--- src/rtl/sled_scan.sv ---
// sled_scan: NUM_DIG-digit multiplexed 7-seg driver with hex up/down counter.
// Ports: clock, rst_n, load/load_val, cnt_en, up_dn, dp_in -> value, seg, dig.
// Optional macro SLED_LZB_EN enables leading-zero blanking.
module sled_scan #(
  parameter int unsigned NUM_DIG     = 4,
  parameter int unsigned SCAN_DIV    = 50000,
  parameter int unsigned CNT_DIV     = 25000000,
  parameter int unsigned DIG_ACT_LOW = 1
) (
  input  logic                   clock,
  input  logic                   rst_n,
  input  logic                   load,
  input  logic [4*NUM_DIG-1:0]   load_val,
  input  logic                   cnt_en,
  input  logic                   up_dn,
  input  logic [NUM_DIG-1:0]     dp_in,
  output logic [4*NUM_DIG-1:0]   value,
  output logic [7:0]             seg,
  output logic [NUM_DIG-1:0]     dig
);

  localparam int unsigned VW = 4 * NUM_DIG;
  localparam int unsigned SW = $clog2(SCAN_DIV);
  localparam int unsigned CW = $clog2(CNT_DIV);
  localparam int unsigned IW = (NUM_DIG > 1) ? $clog2(NUM_DIG) : 1;

  localparam logic [SW-1:0] SCAN_LAST = SW'(SCAN_DIV - 1);
  localparam logic [CW-1:0] CNT_LAST  = CW'(CNT_DIV - 1);
  localparam logic [IW-1:0] IDX_LAST  = IW'(NUM_DIG - 1);
  localparam logic [VW-1:0] ONE       = VW'(1);
  localparam logic          ACT_LOW   = (DIG_ACT_LOW != 0);
  localparam logic [NUM_DIG-1:0] DIG_OFF = {NUM_DIG{ACT_LOW}};

  logic [SW-1:0]      scan_cnt_q, scan_cnt_d;
  logic [IW-1:0]      scan_idx_q, scan_idx_d;
  logic [CW-1:0]      cnt_q, cnt_d;
  logic [VW-1:0]      value_q, value_d;
  logic [7:0]         seg_q, seg_d;
  logic [NUM_DIG-1:0] dig_q, dig_d;

  logic               step;
  logic [3:0]         nib;
  logic               dp_sel;
  logic               blank_sel;
  logic [NUM_DIG-1:0] dig_act;

  function automatic logic [6:0] hex7(input logic [3:0] n);
    logic [6:0] s;
    case (n)
      4'h0:    s = 7'h40;
      4'h1:    s = 7'h79;
      4'h2:    s = 7'h24;
      4'h3:    s = 7'h30;
      4'h4:    s = 7'h19;
      4'h5:    s = 7'h12;
      4'h6:    s = 7'h02;
      4'h7:    s = 7'h78;
      4'h8:    s = 7'h00;
      4'h9:    s = 7'h10;
      4'ha:    s = 7'h08;
      4'hb:    s = 7'h03;
      4'hc:    s = 7'h46;
      4'hd:    s = 7'h21;
      4'he:    s = 7'h06;
      default: s = 7'h0E;
    endcase
    return s;
  endfunction

  // Digit scan prescaler and index
  always_comb begin
    scan_cnt_d = scan_cnt_q + SW'(1);
    scan_idx_d = scan_idx_q;
    if (scan_cnt_q == SCAN_LAST) begin
      scan_cnt_d = '0;
      scan_idx_d = (scan_idx_q == IDX_LAST) ? '0
                 : scan_idx_q + IW'(1);
    end
  end

  // Count prescaler and value register; load beats a coincident step
  assign step = cnt_en && (cnt_q == CNT_LAST);

  always_comb begin
    cnt_d   = cnt_q;
    value_d = value_q;
    if (load) begin
      cnt_d   = '0;
      value_d = load_val;
    end else if (cnt_en) begin
      if (step) begin
        cnt_d   = '0;
        value_d = up_dn ? value_q - ONE
                        : value_q + ONE;
      end else begin
        cnt_d = cnt_q + CW'(1);
      end
    end
  end

`ifdef SLED_LZB_EN
  // blank[k]: nibble k and everything above it are zero (k>0)
  logic [NUM_DIG-1:0] blank;
  logic               zero_above;

  always_comb begin
    zero_above = 1'b1;
    blank      = '0;
    for (int k = NUM_DIG - 1; k > 0; k--) begin
      zero_above = zero_above
                && (value_q[4*k +: 4] == 4'h0);
      blank[k]   = zero_above;
    end
  end
`endif

  // Select the active digit's nibble and dp
  always_comb begin
    nib       = 4'h0;
    dp_sel    = 1'b0;
    blank_sel = 1'b0;
    dig_act   = '0;
    for (int k = 0; k < NUM_DIG; k++) begin
      if (IW'(k) == scan_idx_q) begin
        nib        = value_q[4*k +: 4];
        dp_sel     = dp_in[k];
        dig_act[k] = 1'b1;
`ifdef SLED_LZB_EN
        blank_sel  = blank[k];
`endif
      end
    end
  end

  always_comb begin
    seg_d[7]   = ~dp_sel;
    seg_d[6:0] = blank_sel ? 7'h7F : hex7(nib);
    dig_d      = ACT_LOW ? ~dig_act : dig_act;
  end

  always_ff @(posedge clock or negedge rst_n) begin
    if (!rst_n) begin
      scan_cnt_q <= '0;
      scan_idx_q <= '0;
      cnt_q      <= '0;
      value_q    <= '0;
      seg_q      <= 8'hFF;
      dig_q      <= DIG_OFF;
    end else begin
      scan_cnt_q <= scan_cnt_d;
      scan_idx_q <= scan_idx_d;
      cnt_q      <= cnt_d;
      value_q    <= value_d;
      seg_q      <= seg_d;
      dig_q      <= dig_d;
    end
  end

  assign value = value_q;
  assign seg   = seg_q;
  assign dig   = dig_q;

endmodule

--- config.mk ---
export PLATFORM = sky130hd
export DESIGN_NAME = sled_scan
export DESIGN_NICKNAME = d
export VERILOG_FILES = /design/src/rtl/sled_scan.sv
export SDC_FILE = /design/constraint.sdc
export NUM_CORES = 1
export LEC_CHECK = 0
export ABC_AREA = 1
export CAP_MARGIN = 10
export CORE_MARGIN = 8
export CORE_UTILIZATION = 50
export DETAILED_ROUTE_END_ITERATION = 7
export DONT_BUFFER_PORTS = 1
export PLACE_DENSITY = 0.68
export SYNTH_ARGS = -nofsm -noshare
export SYNTH_HDL_FRONTEND = slang
export SYNTH_SLANG_ARGS = --single-unit
export TNS_END_PERCENT = 30
--- constraint.sdc ---
create_clock -name clock -period 2.25 [get_ports clock]
set_input_delay 0.3375 -clock clock [delete_from_list [all_inputs] [get_ports clock]]
set_output_delay 0.3375 -clock clock [all_outputs]
set_load 0.02 [all_outputs]
==> summary.txt, run 1 <==
Logic synthesis
  • Post-synth EDFFs: 0
  • Top cells by count, synth: nand2_1, inv_1, nor2_1
  • Post-synth top area share: 30.1%
  • Mapped Area: 0.00491 mm2
  • Mapped Nets: 760
  • Yosys top cell by area: dfrtp_1
  • Ys flop type: dfrtp_1
  • Synth unique cells: 39
  • Post-synth ARST share: 100%
  • Yosys reg bits: 71
  • Top-count cell post-synth: nand2_1
  • Mean post-synth cell area: 6.93 um2
  • Yosys warning count: 0
  • Synth Instances: 708
  • Largest cells by area after synthesis: dfrtp_1, nand2_1, inv_1, ha_1, dfstp_2
  • Sequential element share of the synthesized area: 36.5%

Pwr
  • Max rail drop VDD: 0.374 mV
  • Pwr dens: 671 mW/mm2
  • P_leak: 0.00274 uW

Critical path
  • Crit path cell chain: inv_1 > ha_1 > inv_1 > nor2_1 > nand2_1 > a21oi_1 > o22ai_2 > ha_1 > o21ai_0 > nand2_1 > nand2_1
  • CP dominant cell by count: nand2_1
  • CP endpoint kind: flop
  • Crit-path leading delay family: adder cells
  • Max Fanout on Critical Path: 6
  • CP bufs+invs: 2
  • FF-to-FF End: seg[3]
  • CP arrival: 2.40 ns
  • R2R Setup Slk: 0.14 ns
  • Slowest CP cell: dfrtp_1
  • Max stage delay on crit path: 0.41 ns
  • FF-to-FF Start: scan_idx_q[0]
  • CP startpoint kind: flop
  • FF-to-FF path depth: 11
  • Critical path class: reg -> reg
  • Worst Path Required: 2.54 ns

Finish
  • ANT cells: 0
  • Area grow syn2layout: 8.65%
  • Design Area, Final: 0.00533 mm2
  • Share of cells above drive strength 1: 8.49%
  • Fillers: 992
  • Final net count: 777
  • Post-Layout Cell Count: 863

Clock tree
  • Cts bufs inserted: 9
  • Post-CTS setup buffers: 0
  • CTS tree: yes
  • Count of clock tree sinks: 71
  • Root buffer cell: clkbuf_8
  • CTS max path bufs: 2
  • H-tree depth: 3
  • Clk Latency, worst-skew pair: 0.35 ns
  • Clock slew at reported path FFs: 0.08 ns

Timing
  • Clock Skew: 0.00974 ns
  • Hold WS: 0.0482 ns
  • Final WS setup: 0.139 ns
  • Slew @ Worst Pin: 0.457 ns
  • Final Hold Viols: 0
  • RSZ-0062 raised after global routing: true
  • Final Cycle Share: 93.8%
  • Fmax: 474 MHz
  • Final worst path period need: 2.11 ns
  • Max-slew violation count: 0
  • Setup violators final: 0
  • Slew headroom: 69.3%

GRT
  • Met1 Use GR: 25.6%
  • Initial antenna violation count: 0
  • Largest net degree at the start of global routing: 72
  • Vias in the first global route: 4,294
  • GR Overflow Total: 0
  • Tot GR Track Use: 19.4%
  • GRT met3 Usage: 5.93%
  • Grt met2 use: 28.8%
  • GRT busiest layer: met2
  • First-pass GRT wire length: 20,200 um

Placement
  • DP Cell Count: 845
  • Final HPWL DP: 9090 um
  • PortBufs: 0
  • Pre-CTS setup slack: 0.0220 ns
  • Final GP Congestion: 0.876
  • Area of placed instances: 0.00510 mm2

Floorplan
  • Initial Util: 50.9%
  • IO Pins: 53
  • DIE HEIGHT: 115 um
  • Row count: 36
  • Die Area: 0.0132 mm2
  • Core ar.: 0.00964 mm2
  • Die width: 115 um

Drt
  • Detailed Route Iter0 Violations: 271
  • Via count: 4,434
  • Drt wl/cell: 13.6 um
  • Routed Antenna Nets: 0
  • First-pass DRT Iterations: 5
  • Via-to-Cell Ratio: 5.14
  • Final WL: 11,700 um
  • Drt drc: 0

Hold path
  • Hold Path Origin: dp_in[3]
  • Min-Delay Path Depth: 1
  • WHS Endpoint: seg[7]
  • Worst hold path class: in -> reg

Job
  • Max_cap viols: 0

Run status
  • Status: completed
## through the flow
step / setup TNS [ns] / util, % / total power (uW)
after floorplan: 0 / - / 2290
after global placement: 0 / 52.9 / 2530
after detailed placement: 0 / 52.9 / 2550
after CTS: 0 / 55.2 / 3610
after global routing: -0.0306 / 55.3 / 3840
final: 0 / 55.3 / 3580
## placed cells by master, fill, tap and decap left out, drive strengths merged, types with 14 or more instances in the layout
cell type / n
inv: 103
buf: 14
xor2: 16
nand4: 15
nand3: 53
nor3: 20
a21oi: 28
nor2: 75
o21ai: 32
dfrtp: 59
nand2: 235
ha: 26
## what timing repair did
action,in CTS,in global routing
hold buffers,2,0
endpoints found under the setup margin,0,6
hold endpoints to repair,71,0
gates resized for setup,0,1
## worst max path at each step
stage | startpoint | cells after the start | end
6_report | scan_idx_q[0] | 11 | seg[3]
5_1_grt | scan_idx_q[0] | 11 | seg[3]
4_1_cts | scan_idx_q[1] | 12 | seg[5]
3_5_place_dp | scan_idx_q[1] | 12 | seg[5]
3_3_place_gp | scan_idx_q[1] | 12 | seg[5]
2_1_floorplan | scan_idx_q[1] | 14 | seg[3]
## final cells by class
type | instances | area [um2] | area share (%)
Clock buffer | 12 | 145 | 2.72
Tap cell | 133 | 166 | 3.12
Sequential cell | 71 | 1790 | 33.6
Clock inverter | 4 | 45.0 | 0.845
Inverter | 104 | 390 | 7.32
Multi-Input combinational cell | 524 | 2660 | 49.8
Timing Repair Buffer | 15 | 135 | 2.54
## worst register-to-register path, stage by stage, from the launching register on
cell and delay, ns:
dfrtp_1 0.41, inv_1 0.13, ha_1 0.19, inv_1 0.06, nor2_1 0.18, nand2_1 0.08, a21oi_1 0.20, o22ai_2 0.16
ha_1 0.35, o21ai_0 0.16, nand2_1 0.07, nand2_1 0.07
## power by group
part	internal (uW)	leakage, uW	switching (uW)
sequential	1400	0.000903	178
clock	538	0.000100	475
combinational	352	0.00174	633
## state kept, by name, indices dropped and copies added, names as in the netlist
signal / flops
scan_idx_q: 2
value: 16
dig: 4
seg: 8
scan_cnt_q: 16
cnt_q: 25
## cell families (layout without fill, tap and decap cells)
kind of cell             after synthesis  after routing  share of synthesized area [%]
AND/OR/NAND/NOR                      410            410                           36.2
flip-flops                            71             71                           36.5
AO/OA/AOI/OAI                         66             66                           7.01
XOR/XNOR                              21             21                           3.75
adder cells (fa/ha/maj)               27             27                           7.04
buffers and inverters                113            135                           9.46
## routing by layer
metal | wire length, um | up-vias
met2 | 5110 | 97
met4 | 210 | 0
met5 | 0 | -
met3 | 741 | 17
met1 | 5670 | 2050
li1 | - | 2270
Power figures use the tool's default switching activity.
==> run 2: changes to the inputs <==
--- a/config.mk
+++ b/config.mk
@@ -15,4 +15,4 @@
 export SYNTH_ARGS = -nofsm -noshare
 export SYNTH_HDL_FRONTEND = slang
 export SYNTH_SLANG_ARGS = --single-unit
-export TNS_END_PERCENT = 30
+export TNS_END_PERCENT = 50
==> run 2 against run 1 <==
Effect of this change: via count is essentially flat; critical path type unchanged; clock skew rose by 0.00053 ns; register-to-register slack improved by 0.02 ns; non-clock buffer count is the same; combinational power about the same; critical path depth unchanged; total power about the same; highest routed layer unchanged.
==> summary.txt, run 2 (synthesis gave the netlist of run 1 again) <==
Pwr
  • Max rail drop VDD: 0.374 mV
  • Net Sw Power: 1290 uW
  • Gate power share: 27.5%
  • Pwr dens: 670 mW/mm2
  • Pint: 2290 uW
  • P_leak: 0.00274 uW
  • Clock power share: 28.4%
  • Sequential power share: 44.1%
  • Sw frac: 36.0%

Drt
  • Drt wl/cell: 13.7 um
  • Final WL: 11,800 um
  • Detailed Route Iter0 Violations: 266
  • Drt drc: 0
  • Via count: 4,430
  • Routed Antenna Nets: 0
  • First-pass DRT Iterations: 5
  • Via-to-Cell Ratio: 5.13

Floorplan
  • Initial Util: 50.9%
  • IO Pins: 53
  • DIE HEIGHT: 115 um
  • Die Area: 0.0132 mm2
  • Die width: 115 um
  • Row count: 36
  • Core ar.: 0.00964 mm2

Placement
  • Final HPWL DP: 9090 um
  • Final GP Congestion: 0.876
  • Pre-CTS setup slack: 0.0220 ns
  • PortBufs: 0
  • DP Cell Count: 845

Critical path
  • FF-to-FF Start: scan_idx_q[0]
  • Crit path to: seg[3]
  • FF-to-FF path depth: 11
  • Crit. Startpoint: scan_idx_q[0]
  • Max Fanout on Critical Path: 6
  • FF-to-FF End: seg[3]
  • R2R Setup Slk: 0.16 ns
  • CP endpoint kind: flop
  • Critical path class: reg -> reg
  • CP arrival: 2.38 ns
  • Worst Path Required: 2.54 ns
  • CP startpoint kind: flop

Job
  • Max_cap viols: 0

Timing
  • Slew @ Worst Pin: 0.457 ns
  • Setup violators final: 0
  • Fmax: 478 MHz
  • Final Cycle Share: 92.9%
  • Final worst path period need: 2.09 ns
  • Clock Skew: 0.0103 ns
  • Max-slew violation count: 0
  • Post-Route Setup TNS: 0 ns
  • Final WS setup: 0.159 ns
  • Final Hold Viols: 0
  • Hold WS: 0.0437 ns
  • Slew headroom: 69.4%

GRT
  • Tot GR Track Use: 19.4%
  • Vias in the first global route: 4,294
  • Largest net degree at the start of global routing: 72
  • First-pass GRT wire length: 20,200 um
  • GR Overflow Total: 0
  • Initial antenna violation count: 0

Finish
  • Area grow syn2layout: 8.80%
  • Final net count: 777
  • Biggest register: cnt_q
  • ANT cells: 0
  • Share of cells above drive strength 1: 8.90%
  • Finished Core Util: 55.4%
  • Commonest non-fill, non-tap cell in the layout: nand2_1
  • Most frequent cells in the layout: nand2_1, inv_1, nor2_1
  • Post-Layout Cell Count: 863
  • Fillers: 993
  • Max reg flops: 25

Clock tree
  • Clock slew at reported path FFs: 0.08 ns
  • Root buffer cell: clkbuf_8
  • Clk Latency, worst-skew pair: 0.36 ns
  • CTS max path bufs: 2
  • Post-CTS setup buffers: 0
  • CTS tree: yes
  • H-tree depth: 3
  • Count of clock tree sinks: 71
  • Cts bufs inserted: 9

Run status
  • Status: completed

Hold path
  • Worst hold path class: in -> reg
==> run 2: cell counts in the layout (fill, tap and decap cells not counted) <==
No cell type changed its count.
==> run 2: stage by stage <==
stage,total power [uW],instance area (um2)
finish,3580,5340
global route,3850,5340
CTS,3610,5320
detailed placement,2550,5100
global placement,2530,5100
floorplan,2290,4910
==> run 2: final cells by class <==
type                    count  area, um2  area share (%)
inverters                 104        390            7.31
well taps                 133        166            3.12
clock buffers              12        145            2.72
clock inverters             4       45.0           0.844
flip-flops and latches     71       1790            33.6
multi-input cells         524       2660            49.9
repair buffers             15        135            2.53
==> run 2: critical path, stage by stage, from the launching register on <==
cell and delay (ns):
dfrtp_1 0.41, inv_1 0.13, ha_1 0.19, inv_1 0.08
nor2_2 0.14, nand2_1 0.07, a21oi_1 0.20, o22ai_2 0.16
ha_1 0.35, o21ai_0 0.16, nand2_1 0.07, nand2_1 0.07
==> run 2: power by group through the flow <==
stage               clock network (uW)  logic [uW]  registers (uW)
finish                            1020         986            1580
global route                      1120        1140            1590
CTS                               1050         981            1580
detailed placement                   0         944            1600
global placement                     0         928            1600
floorplan                            0         684            1610
==> run 2: how the worst min path moves through the flow <==
| stage | start | endpoint | slack, ns | cells past startpoint |
|---|---|---|---|---|
| after global placement | rst_n | cnt_q[2] | 0.05 | 0 |
| after detailed placement | rst_n | cnt_q[3] | 0.05 | 0 |
| after CTS | dp_in[3] | seg[7] | 0.03 | 1 |
| after floorplan | rst_n | cnt_q[0] | 0.04 | 0 |
| after global routing | dp_in[3] | seg[7] | 0.03 | 1 |
| final | dp_in[3] | seg[7] | 0.04 | 1 |
==> run 2: timing repair <==
| item | 4_1_cts | 5_1_grt |
|---|---|---|
| endpoints found under the hold margin | 71 | 0 |
| gates resized for setup | 0 | 4 |
| setup endpoints to repair | 0 | 6 |
| hold buffers | 2 | 0 |
==> run 2: metal layers <==
layer  track usage [%]  routed length (um)  up-vias
li1                  -                   -     2272
met1              25.6                5720     2053
met2              28.8                5150       87
met3              5.93                 698       18
met4              7.97                 223        0
met5                 0                   0        -
